===== src/rtl/ex_stage.sv =====
// ex_stage: execute stage of the five-stage MIPS pipeline.
// Logic, shift, move and HI/LO moves are combinational; DIV/DIVU use an
// iterative 32-step restoring divider that holds the pipeline via stallreq_o.
// Optional feature macro: DIV_EN (divider compiled in when defined).
module ex_stage (
   input  logic        clk,
   input  logic        rst,
   input  logic [7:0]  aluop_i,
   input  logic [2:0]  alusel_i,
   input  logic [31:0] reg1_i,
   input  logic [31:0] reg2_i,
   input  logic [4:0]  wd_i,
   input  logic        wreg_i,
   input  logic [31:0] hi_i,
   input  logic [31:0] lo_i,
   input  logic        mem_whilo_i,
   input  logic [31:0] mem_hi_i,
   input  logic [31:0] mem_lo_i,
   input  logic        wb_whilo_i,
   input  logic [31:0] wb_hi_i,
   input  logic [31:0] wb_lo_i,
   output logic [4:0]  wd_o,
   output logic        wreg_o,
   output logic [31:0] wdata_o,
   output logic        whilo_o,
   output logic [31:0] hi_o,
   output logic [31:0] lo_o,
   output logic        stallreq_o
);

   localparam int unsigned DW = 32;

   localparam logic [7:0] EXE_AND_OP  = 8'b00100100;
   localparam logic [7:0] EXE_OR_OP   = 8'b00100101;
   localparam logic [7:0] EXE_XOR_OP  = 8'b00100110;
   localparam logic [7:0] EXE_NOR_OP  = 8'b00100111;
   localparam logic [7:0] EXE_SLL_OP  = 8'b01111100;
   localparam logic [7:0] EXE_SRL_OP  = 8'b00000010;
   localparam logic [7:0] EXE_SRA_OP  = 8'b00000011;
   localparam logic [7:0] EXE_MOVZ_OP = 8'b00001010;
   localparam logic [7:0] EXE_MOVN_OP = 8'b00001011;
   localparam logic [7:0] EXE_MFHI_OP = 8'b00010000;
   localparam logic [7:0] EXE_MTHI_OP = 8'b00010001;
   localparam logic [7:0] EXE_MFLO_OP = 8'b00010010;
   localparam logic [7:0] EXE_MTLO_OP = 8'b00010011;
   localparam logic [7:0] EXE_DIV_OP  = 8'b00011010;
   localparam logic [7:0] EXE_DIVU_OP = 8'b00011011;

   localparam logic [2:0] EXE_RES_NOP   = 3'b000;
   localparam logic [2:0] EXE_RES_LOGIC = 3'b001;
   localparam logic [2:0] EXE_RES_SHIFT = 3'b010;
   localparam logic [2:0] EXE_RES_MOVE  = 3'b011;

   logic [DW-1:0] hi_fwd;
   logic [DW-1:0] lo_fwd;

   // HI/LO forwarding: MEM beats WB beats the committed registers
   always_comb begin
      hi_fwd = hi_i;
      lo_fwd = lo_i;
      if (mem_whilo_i) begin
         hi_fwd = mem_hi_i;
         lo_fwd = mem_lo_i;
      end else if (wb_whilo_i) begin
         hi_fwd = wb_hi_i;
         lo_fwd = wb_lo_i;
      end
   end

`ifdef DIV_EN
   localparam logic [1:0] ST_FREE   = 2'b00;
   localparam logic [1:0] ST_BYZERO = 2'b01;
   localparam logic [1:0] ST_ON     = 2'b10;
   localparam logic [1:0] ST_END    = 2'b11;

   logic [1:0]    state_q, state_d;
   logic [64:0]   rq_q;
   logic [DW-1:0] dvd_q, dvs_q;
   logic [5:0]    cnt_q;
   logic          sgn1_q, sgn2_q, signed_q;
   logic          div_op, div_s, div_end;
   logic [DW-1:0] abs1, abs2, quo_fix, rem_fix;
   logic [33:0]   trial;
   logic          ge;
   logic [32:0]   rem_new;

   assign div_op  = (aluop_i == EXE_DIV_OP) || (aluop_i == EXE_DIVU_OP);
   assign div_s   = (aluop_i == EXE_DIV_OP);
   assign div_end = (state_q == ST_END);
   assign abs1    = (div_s && reg1_i[DW-1]) ? (~reg1_i + 32'd1) : reg1_i;
   assign abs2    = (div_s && reg2_i[DW-1]) ? (~reg2_i + 32'd1) : reg2_i;

   // One restoring step: bring in the next dividend bit, subtract if it fits
   assign trial   = {rq_q[64:32], dvd_q[DW-1]};
   assign ge      = (trial >= {2'b00, dvs_q});
   assign rem_new = ge ? 33'(trial - {2'b00, dvs_q}) : trial[32:0];

   // Signed fix-up: quotient negative on sign mismatch, remainder follows dividend
   assign quo_fix = (signed_q && (sgn1_q ^ sgn2_q)) ? (~rq_q[31:0] + 32'd1) : rq_q[31:0];
   assign rem_fix = (signed_q && sgn1_q) ? (~rq_q[63:32] + 32'd1) : rq_q[63:32];

   // Divider state register
   always_ff @(posedge clk) begin
      if (rst) state_q <= ST_FREE;
      else     state_q <= state_d;
   end

   // Divider next-state
   always_comb begin
      state_d = state_q;
      case (state_q)
         ST_FREE:   if (div_op) state_d = (reg2_i == '0) ? ST_BYZERO : ST_ON;
         ST_BYZERO: state_d = ST_END;
         ST_ON:     if (cnt_q == 6'd31) state_d = ST_END;
         ST_END:    state_d = ST_FREE;
         default:   state_d = ST_FREE;
      endcase
   end

   // Divider datapath: operand capture in FREE, shift-subtract in ON
   always_ff @(posedge clk) begin
      if (rst) begin
         rq_q     <= '0;
         dvd_q    <= '0;
         dvs_q    <= '0;
         cnt_q    <= '0;
         sgn1_q   <= 1'b0;
         sgn2_q   <= 1'b0;
         signed_q <= 1'b0;
      end else if (state_q == ST_FREE) begin
         if (div_op) begin
            rq_q     <= '0;
            cnt_q    <= '0;
            dvd_q    <= abs1;
            dvs_q    <= abs2;
            sgn1_q   <= reg1_i[DW-1];
            sgn2_q   <= reg2_i[DW-1];
            signed_q <= div_s;
         end
      end else if (state_q == ST_ON) begin
         rq_q  <= {rem_new, rq_q[30:0], ge};
         dvd_q <= {dvd_q[DW-2:0], 1'b0};
         cnt_q <= cnt_q + 6'd1;
      end
   end
`else
   logic unused_clk;
   assign unused_clk = clk;
`endif

   // Result mux and write-back bundle; reset forces every output low
   always_comb begin
      wd_o       = wd_i;
      wreg_o     = wreg_i;
      wdata_o    = '0;
      whilo_o    = 1'b0;
      hi_o       = '0;
      lo_o       = '0;
      stallreq_o = 1'b0;
      case (alusel_i)
         EXE_RES_LOGIC: begin
            case (aluop_i)
               EXE_OR_OP:  wdata_o = reg1_i | reg2_i;
               EXE_AND_OP: wdata_o = reg1_i & reg2_i;
               EXE_XOR_OP: wdata_o = reg1_i ^ reg2_i;
               EXE_NOR_OP: wdata_o = ~(reg1_i | reg2_i);
               default:    wdata_o = '0;
            endcase
         end
         EXE_RES_SHIFT: begin
            case (aluop_i)
               EXE_SLL_OP: wdata_o = reg2_i << reg1_i[4:0];
               EXE_SRL_OP: wdata_o = reg2_i >> reg1_i[4:0];
               EXE_SRA_OP: wdata_o = 32'($signed(reg2_i) >>> reg1_i[4:0]);
               default:    wdata_o = '0;
            endcase
         end
         EXE_RES_MOVE: begin
            case (aluop_i)
               EXE_MFHI_OP: wdata_o = hi_fwd;
               EXE_MFLO_OP: wdata_o = lo_fwd;
               EXE_MOVN_OP: wdata_o = reg1_i;
               EXE_MOVZ_OP: wdata_o = reg1_i;
               default:     wdata_o = '0;
            endcase
         end
         EXE_RES_NOP: wdata_o = '0;
         default:     wdata_o = '0;
      endcase
      case (aluop_i)
         EXE_MOVN_OP: wreg_o = wreg_i & (reg2_i != '0);
         EXE_MOVZ_OP: wreg_o = wreg_i & (reg2_i == '0);
         EXE_MTHI_OP: begin
            whilo_o = 1'b1;
            hi_o    = reg1_i;
            lo_o    = lo_fwd;
         end
         EXE_MTLO_OP: begin
            whilo_o = 1'b1;
            hi_o    = hi_fwd;
            lo_o    = reg1_i;
         end
         EXE_DIV_OP, EXE_DIVU_OP: begin
            wreg_o = 1'b0;
`ifdef DIV_EN
            whilo_o    = div_end;
            hi_o       = div_end ? rem_fix : '0;
            lo_o       = div_end ? quo_fix : '0;
            stallreq_o = !div_end;
`endif
         end
         default: ;
      endcase
      if (rst) begin
         wd_o       = '0;
         wreg_o     = 1'b0;
         wdata_o    = '0;
         whilo_o    = 1'b0;
         hi_o       = '0;
         lo_o       = '0;
         stallreq_o = 1'b0;
      end
   end

endmodule


===== config.mk =====
export PLATFORM = sky130hd
export DESIGN_NAME = ex_stage
export DESIGN_NICKNAME = d
export VERILOG_FILES = /design/src/rtl/ex_stage.sv
export SDC_FILE = /design/constraint.sdc
export NUM_CORES = 1
export LEC_CHECK = 0
export BUFFER_PORTS_ARGS = -buffer_cell sky130_fd_sc_hd__buf_4
export CAP_MARGIN = 40
export CORE_ASPECT_RATIO = 0.8
export CORE_MARGIN = 2
export CORE_UTILIZATION = 31
export DETAILED_ROUTE_END_ITERATION = 6
export PLACE_DENSITY = 0.69
export SYNTH_ARGS = -nofsm -noshare
export SYNTH_HDL_FRONTEND = slang
export SYNTH_SLANG_ARGS = --single-unit

===== constraint.sdc =====
create_clock -name vclk -period 2.1
set_input_delay 0.105 -clock vclk [all_inputs]
set_output_delay 0.105 -clock vclk [all_outputs]
set_load 0.03 [all_outputs]

Word-level counts from Yosys, hierarchy flattened
Cells that the tools add are included.
{"block": "op_classes", "bitwise": 6, "eq_ne": 18, "reduce_logical": 5, "muxes": 18, "shifts": 3}
{"cell": "one-hot mux 32 bit (3 select lines)", "n": 3}
{"cell": "two-way mux 32 bit", "n": 7}
{"cell": "one-hot mux 32 bit (2 select lines)", "n": 2}
{"cell": "one-hot mux 32 bit (4 select lines)", "n": 1}
{"cell": "== test 8 x 5 -> 1 bit, second input constant", "n": 6}
{"cell": "AND 32 bit", "n": 1}
{"cell": "== test 8 x 6 -> 1 bit, second input constant", "n": 4}
{"cell": "logical NOT 32 bit", "n": 1}
{"cell": "NOT 32 bit", "n": 1}
{"cell": "OR 32 bit", "n": 1}
{"cell": "nonzero test 32 bit", "n": 1}
{"cell": "left shift 32 x 5 -> 32 bit", "n": 1}
{"cell": ">> shifter 32 x 5 -> 32 bit", "n": 1}
{"cell": ">>> shifter 32 x 5 -> 32 bit", "n": 1}
{"cell": "XOR 32 bit", "n": 1}
{"cell": "== test 8 x 2 -> 1 bit, second input constant", "n": 2}
{"cell": "== test 8 x 4 -> 1 bit, second input constant", "n": 2}
{"cell": "== test 8 x 7 -> 1 bit, second input constant", "n": 1}
{"cell": "== test 3 x 2 -> 1 bit, second input constant", "n": 2}
{"cell": "OR reduction 2 bit", "n": 3}
{"cell": "two-way mux 5 bit", "n": 1}
{"cell": "== test 3 x 1 -> 1 bit, second input constant", "n": 1}
{"cell": "two-way mux 1 bit", "n": 3}
{"cell": "one-hot mux 1 bit (3 select lines)", "n": 1}
{"cell": "AND 1 bit", "n": 2}
{"block": "totals", "reg_bits": 0, "out_inout_bits": 104, "word_cells": 50, "input_bits": 277}

Logic depth before layout (Yosys ltp)
Gate-level depths: netlist of run 1.
{"block": "depth", "ltp_word": 5, "depth_mapped": 11}

Worst setup path before layout of run 1
Ideal clock, no wire load.
{"block": "synth_path", "path_kind": "in2out", "startpoint": "input port reg1_i[0]", "endpoint": "output port wdata_o[2]", "path_buffers": 3, "cell_stages": 10, "path_slack_ns": -0.585, "arrival_ns": 2.580, "required_time_ns": 1.995, "cell_sequence": "buf_2 > clkinv_1 > clkbuf_1 > clkbuf_1 > ha_1 > nor2b_1 > a21o_1 > nor3_1 > nor3_1 > o32ai_1"}
{"block": "synth_via", "elab_chain_cells": 4, "elab_cells_between_ends": 6, "cone_classes": "shift (3); mux (3)"}
{"item": "start, declared", "line": "10", "rtl": "input logic [31:0] reg1_i,"}
{"item": ">>> shifter 32 x 5 -> 32 bit, or another cell as far along", "line": "174", "rtl": "EXE_SRA_OP: wdata_o = 32'($signed(reg2_i) >>> reg1_i[4:0]);"}
{"item": "one-hot mux 32 bit (3 select lines) (*)", "line": "171", "rtl": "case (aluop_i)"}
{"item": "one-hot mux 32 bit (3 select lines) (*)", "line": "160", "rtl": "case (alusel_i)"}
{"item": "two-way mux 32 bit (*)", "line": "214", "rtl": "if (rst) begin"}
{"item": "end, declared", "line": "24", "rtl": "output logic [31:0] wdata_o,"}
Every way passes the cells marked *; elsewhere a longest branch is shown, timed or not.

Worst setup path in the final report of run 1
{"block": "layout_path", "startpoint": "input port reg1_i[2]", "endpoint": "output port wdata_o[9]"}
Same word-level chain as after synthesis.

==> results of run 1 <==
## report_power, final
group | internal [W] | switching (W)
sequential | 0 | 0
combinational | 0.00190 | 0.00193
clock | 0 | 0
total | 0.00190 | 0.00193
## kinds of logic after synthesis
group / Yosys count / share of synthesized area
other: 1 / 0.0003740
AO/OA/AOI/OAI: 314 / 0.1997
buffers and inverters: 220 / 0.09508
multiplexers: 312 / 0.4078
XOR/XNOR: 33 / 0.02882
adder cells (fa/ha/maj): 66 / 0.08236
AND/OR/NAND/NOR: 406 / 0.1859
## per-stage QoR
| step | std cells | TNS [ns] | instance area, um^2 | setup WS, ns |
|---|---|---|---|---|
| detailed placement | 2358 | -12.91 | 15870 | -0.6782 |
| CTS | 2413 | -9.632 | 18110 | -0.1795 |
| global placement | 2358 | -13.07 | 15870 | -0.7413 |
| global route | 2428 | -12.76 | 18890 | -0.2261 |
| finish | 2428 | -10.68 | 18890 | -0.2199 |
| floorplan | 1352 | -0.6699 | 10190 | -0.08184 |
## Yosys cell counts (8+ instances only)
master / number / area share
sky130_fd_sc_hd__mux2_2: 61 / 0.069
sky130_fd_sc_hd__o221ai_1: 8 / 0.0070
sky130_fd_sc_hd__inv_1: 63 / 0.024
sky130_fd_sc_hd__buf_2: 53 / 0.026
sky130_fd_sc_hd__o21ai_0: 81 / 0.040
sky130_fd_sc_hd__nor3_1: 16 / 0.0080
sky130_fd_sc_hd__or3_1: 11 / 0.0069
sky130_fd_sc_hd__nor2b_1: 23 / 0.014
sky130_fd_sc_hd__a221oi_1: 8 / 0.0070
sky130_fd_sc_hd__o22ai_1: 11 / 0.0069
sky130_fd_sc_hd__mux2i_1: 179 / 0.18
sky130_fd_sc_hd__a22oi_1: 12 / 0.0090
sky130_fd_sc_hd__buf_1: 12 / 0.0045
sky130_fd_sc_hd__o211ai_1: 16 / 0.012
sky130_fd_sc_hd__xnor2_1: 30 / 0.026
sky130_fd_sc_hd__ha_1: 66 / 0.082
sky130_fd_sc_hd__a21oi_1: 101 / 0.050
sky130_fd_sc_hd__nor2_1: 187 / 0.070
sky130_fd_sc_hd__buf_4: 8 / 0.0060
sky130_fd_sc_hd__nand2b_1: 9 / 0.0056
sky130_fd_sc_hd__nand3_1: 12 / 0.0060
sky130_fd_sc_hd__a222oi_1: 12 / 0.012
sky130_fd_sc_hd__nand2_1: 101 / 0.038
sky130_fd_sc_hd__nor4_1: 10 / 0.0062
sky130_fd_sc_hd__mux4_2: 71 / 0.16
sky130_fd_sc_hd__clkbuf_1: 75 / 0.028
## layer usage
metal / vias up / part of all wire
met4: 0 / 0.039
li1: 6300 / -
met1: 7044 / 0.41
met2: 969 / 0.43
met5: - / 0
met3: 131 / 0.12
## tightest hold or removal path: cells and delay by family
family / cells / cell delay [ns]
buffers and inverters: 2 / 0.23
and+or+nand+nor: 1 / 0.11
## area by class of cell
cell class / instances / area, um^2 / area share
Multi-Input combinational cell: 1132 / 10560 / 0.5589
Timing Repair Buffer: 809 / 7536 / 0.3989
Tap cell: 420 / 525.5 / 0.02781
Inverter: 67 / 272.8 / 0.01444
## how the worst max path moves through the flow
stage             endpoint  slack, ns  cells after the start
5_1_grt         wdata_o[9]      -0.23                     10
3_3_place_gp    wdata_o[9]      -0.74                     10
3_5_place_dp    wdata_o[9]      -0.68                     10
4_1_cts        wdata_o[23]      -0.18                      8
6_report        wdata_o[9]      -0.22                     10
2_1_floorplan     hi_o[24]      -0.08                      6
## timing repair
item	CTS	global route
endpoints found under the setup margin	97	97
setup buffers	42	17
gates cloned	18	5
pin swaps	86	88
gates resized for setup	353	133
hold endpoints to repair	0	0
==> flow_summary.json, run 1 <==
{
  "final_hold_viol_count": 0,
  "worst_hold_path.endpoint": "wd_o[2]",
  "timing_max_transition_violations_final": 0,
  "timing.final.setup_violations": 92,
  "route.detailed.drc": 0,
  "critical_path_required_ns": 2.00,
  "rsz_0062_raised_after_global_routing": "true",
  "cts_hold_buf": 0,
  "post_synth_instance_area_mm2": 0.01003,
  "most_common_cell_after_layout_fill_and_taps_aside": "sky130_fd_sc_hd__buf_4",
  "fillCellCount": 2791,
  "dr.pass1.iters": 5,
  "first_global_vias": 13960,
  "type_of_element_launching_the_critical_path": "input pin",
  "total_via_count_after_detailed_routing": 14440,
  "floorplan.io_pins": 381,
  "wire_length_of_the_first_global_routing_pass_mm": 94.04,
  "num_antenna_cells": 0,
  "synthesis.instances": 1352,
  "timing.max_slew.rel_slack": 0.5812,
  "worst_path_most_repeated_cell": "sky130_fd_sc_hd__buf_12",
  "most-common-layout-cells": "607 x sky130_fd_sc_hd__buf_4, 163 x sky130_fd_sc_hd__mux2i_1, 136 x sky130_fd_sc_hd__buf_6",
  "path_class": "input pin to output pin",
  "worstSetupEndpointType": "output pin",
  "layout-drive-gt1-share": 0.5847,
  "residual_antenna_violating_net_count_after_detailed_routing": 0,
  "route.detailed.wl_per_inst_um": 27.71,
  "finalCoreUtilization": 0.5971,
  "crit_path_cell_trace": "buf_12, buf_12, mux4_2, mux2i_4, o21ai_2, and3_4, a211oi_4, buf_6, o211ai_1, buf_4",
  "outcome": "finished, violations left",
  "finalCriticalPeriod_ns": 2.320,
  "postSynthAreaPerCell_um2": 7.417,
  "holdCritStartpoint": "wd_i[2]",
  "drt_iter0_markers": 1857,
  "floorplan.die_area_mm2": 0.03381,
  "total_power_w": 0.003825,
  "gr-usage-met2": 0.5792,
  "globalRouteMet3Util": 0.09333,
  "core_region_area_mm2": 0.03164,
  "grt_usage": 0.3768,
  "floorplan.initialDensity": 0.3169,
  "cp_max_fo": 8,
  "gr-usage-met1": 0.5188,
  "die_width_um": 205.1,
  "grt.overflow.total": 0,
  "cpMaxStageDelayCell": "sky130_fd_sc_hd__mux4_2",
  "n_sequential_cell": 0,
  "gp_congestion": 1.052,
  "static-leakage-power_nw": 8.655,
  "timing.critical_path.from": "reg1_i[2]",
  "timing.hold.ws_ns": 0.5598,
  "std_cell_rows": 58,
  "ir_drop_mv": 0.1569,
  "max_freq_ghz": 0.4310,
  "worstHoldPathCells": 3,
  "register_area_um2": 0,
  "synth_seq_area_share": 0,
  "worst_path_dominant_cell_family": "multiplexers",
  "final.clkbuf_count": 0,
  "worst_pin_slew_ns": 0.6281,
  "place.port_buffers": 379,
  "grt_start_max_net_pins": 66,
  "pwr_density_cell_mw_per_mm2": 202.5,
  "yosys_warnings": 0,
  "synthDistinctLibCells": 77,
  "detail_route.vias_per_cell": 5.949,
  "finalNetCount": 2353,
  "hpwl_mm": 50.92,
  "route.final.wire_length_mm": 67.27,
  "postLayoutSetupSlackWorst_ns": -0.2199,
  "type_of_the_tightest_min_delay_check": "input pin to output pin",
  "cpPeakStageDelay_ns": 0.57,
  "cp_data_arrival_time_ns": 2.21,
  "syn_to_final_growth_pct": 88.42,
  "floorplan.die.height_um": 164.9,
  "number_of_antenna_violations_at_the_first_check_in_global_routing": 0,
  "fraction_of_the_cycle_the_final_worst_path_needs": 1.105,
  "synth_nets": 1695,
  "cap_violations": 0,
  "grt.busiest_layer": "met2",
  "failed_checks": "negative setup slack",
  "crit_buf_inv": 4
}
Power figures use the tool's default switching activity.
==> run 2, diff against run 1 <==
- PLACE_DENSITY: 0.69 -> not set
- PLACE_DENSITY_LB_ADDON: not set -> 0.2
==> run 2 against run 1 <==
  * The flow finishes with violations (design-rule violations, negative setup slack)
  * Worst hold slack got worse by 0.0057 ns
  * Sequential cell count stayed put
  * Design area shrank 5.0%
  * Global-route usage decreased by 3.6 points
  * Sequential share of layout area unchanged
  * Total power down 8.1%
  * Routed wire length is 10% lower
  * Critical path depth decreased by 2
  * Via count shrank 4.6%
  * Critical endpoint is now wdata_o[7]
==> flow_summary.json, run 2 (synthesis results as in run 1) <==
{
  "outcome": "finished, violations left",
  "failed_checks": "design-rule violations, negative setup slack",
  "place.detailed.instances": 2353,
  "floorplan.die_area_mm2": 0.03381,
  "gp_congestion": 1.015,
  "number_of_antenna_violations_at_the_first_check_in_global_routing": 0,
  "residual_antenna_violating_net_count_after_detailed_routing": 0,
  "dr.pass1.iters": 7,
  "finalCoreUtilization": 0.5673,
  "core_region_area_mm2": 0.03164,
  "fillCellCount": 2981,
  "n_sequential_cell": 0,
  "floorplan.io_pins": 381,
  "rsz_0062_raised_after_global_routing": "true",
  "floorplan.initialDensity": 0.3169,
  "total_via_count_after_detailed_routing": 13780,
  "drt_iter0_markers": 1544,
  "placed_area_mm2": 0.01583,
  "timing_max_transition_violations_final": 0,
  "first_global_vias": 13250,
  "ir_drop_mv": 0.1385,
  "layout-drive-gt1-share": 0.5599,
  "route.detailed.drc": 8,
  "final.clkbuf_count": 0,
  "most-common-layout-cells": "627 x sky130_fd_sc_hd__buf_4, 172 x sky130_fd_sc_hd__mux2i_1, 128 x sky130_fd_sc_hd__nor2_1",
  "most_common_cell_after_layout_fill_and_taps_aside": "sky130_fd_sc_hd__buf_4",
  "final.setup.tns_ns": -7.073,
  "finalCriticalPeriod_ns": 2.337,
  "syn_to_final_growth_pct": 79.02,
  "critical_path_required_ns": 2.00,
  "hpwl_mm": 48.54,
  "critPathCapture": "wdata_o[7]",
  "grt.overflow.total": 0,
  "type_of_element_launching_the_critical_path": "input pin",
  "std_cell_rows": 58,
  "cp_max_fo": 3,
  "route.detailed.wl_per_inst_um": 25.04,
  "area_of_the_multi_input_gates_mm2": 0.01018,
  "final_hold_viol_count": 0,
  "type_of_the_tightest_min_delay_check": "input pin to output pin",
  "worst_pin_slew_ns": 1.057,
  "floorplan.die.height_um": 164.9,
  "timing.critical_path.from": "aluop_i[7]",
  "wire_length_of_the_first_global_routing_pass_mm": 85.53,
  "timing.max_slew.rel_slack": 0.2950,
  "cp_data_arrival_time_ns": 2.23,
  "die_width_um": 205.1,
  "finalNetCount": 2333,
  "place.port_buffers": 379,
  "grt_usage": 0.3411,
  "grt_start_max_net_pins": 41,
  "timing.final.setup_violations": 63,
  "num_antenna_cells": 0,
  "static-leakage-power_nw": 8.277,
  "layout.cells.non_filler": 2408,
  "pwr_density_cell_mw_per_mm2": 195.8,
  "final_cell_area_excluding_filler_cells_mm2": 0.01795,
  "max_freq_ghz": 0.4278,
  "worstSetupEndpointType": "output pin",
  "postLayoutSetupSlackWorst_ns": -0.2374,
  "fraction_of_the_cycle_the_final_worst_path_needs": 1.113,
  "path_class": "input pin to output pin",
  "register_area_um2": 0,
  "cap_violations": 0,
  "detail_route.vias_per_cell": 5.721,
  "timing.hold.ws_ns": 0.5541,
  "route.final.wire_length_mm": 60.31
}
[run 2: cell types whose count changed in the layout (fill, tap and decap cells not counted), moves of 6 or more]
cell                      change
sky130_fd_sc_hd__buf_16       -6
sky130_fd_sc_hd__buf_4       +20
sky130_fd_sc_hd__buf_6       -21
sky130_fd_sc_hd__mux2i_1      +9
sky130_fd_sc_hd__nor2_2      +13
sky130_fd_sc_hd__nor2_4      -15
sky130_fd_sc_hd__nor2b_1      +6
sky130_fd_sc_hd__nor2b_4      -9
[run 2: worst min path at each step]
stage	from	endpoint	slack, ns	cells after the start
2_1_floorplan	rst	wd_o[0]	0.32	1
6_report	wd_i[0]	wd_o[0]	0.55	3
3_3_place_gp	wd_i[1]	wd_o[1]	0.56	3
5_1_grt	wd_i[0]	wd_o[0]	0.59	3
3_5_place_dp	wd_i[0]	wd_o[0]	0.56	3
4_1_cts	wd_i[0]	wd_o[0]	0.56	3
[run 2: routing by layer]
metal | vias to the layer above | track usage | part of all wire
li1 | 6259 | - | -
met2 | 786 | 0.5470 | 0.44
met3 | 111 | 0.08781 | 0.11
met1 | 6619 | 0.4575 | 0.42
met4 | 0 | 0.08012 | 0.029
met5 | - | 0 | 0
[run 2: layout make-up]
cell class / instances / area share
tap: 420 / 0.02927
multi-input combinational: 1133 / 0.5670
timing repair buffer: 788 / 0.3887
inverter: 67 / 0.01506
[run 2: repair_timing]
item | in CTS | in global routing
endpoints found under the setup margin | 92 | 95
setup buffers | 40 | 8
hold buffers | 0 | 0
cloned | 8 | 3
resized for setup | 193 | 163
pin swaps | 53 | 55
[run 2: where the power goes]
part | switching [W] | total (W) | leakage [nW] | internal, W
Combinational | 0.00175 | 0.00352 | 8.28 | 0.00177
Sequential | 0 | 0 | 0 | 0
Clock | 0 | 0 | 0 | 0
[run 2: metrics by stage]
stage                     total power (W)  setup slack [ns]
after floorplan                  0.001568          -0.08184
after global placement           0.003095           -0.5204
after detailed placement         0.003119           -0.5185
after CTS                        0.003326           -0.2134
after global routing             0.003711           -0.2728
final                            0.003515           -0.2374
[run 2: critical path, stage by stage]
cell and delay (ns):
sky130_fd_sc_hd__buf_6 0.10, sky130_fd_sc_hd__or4_4 0.55, sky130_fd_sc_hd__or2_4 0.26, sky130_fd_sc_hd__or3_4 0.40
sky130_fd_sc_hd__o211ai_1 0.37, sky130_fd_sc_hd__a21oi_2 0.17, sky130_fd_sc_hd__o21ai_2 0.12, sky130_fd_sc_hd__buf_6 0.15
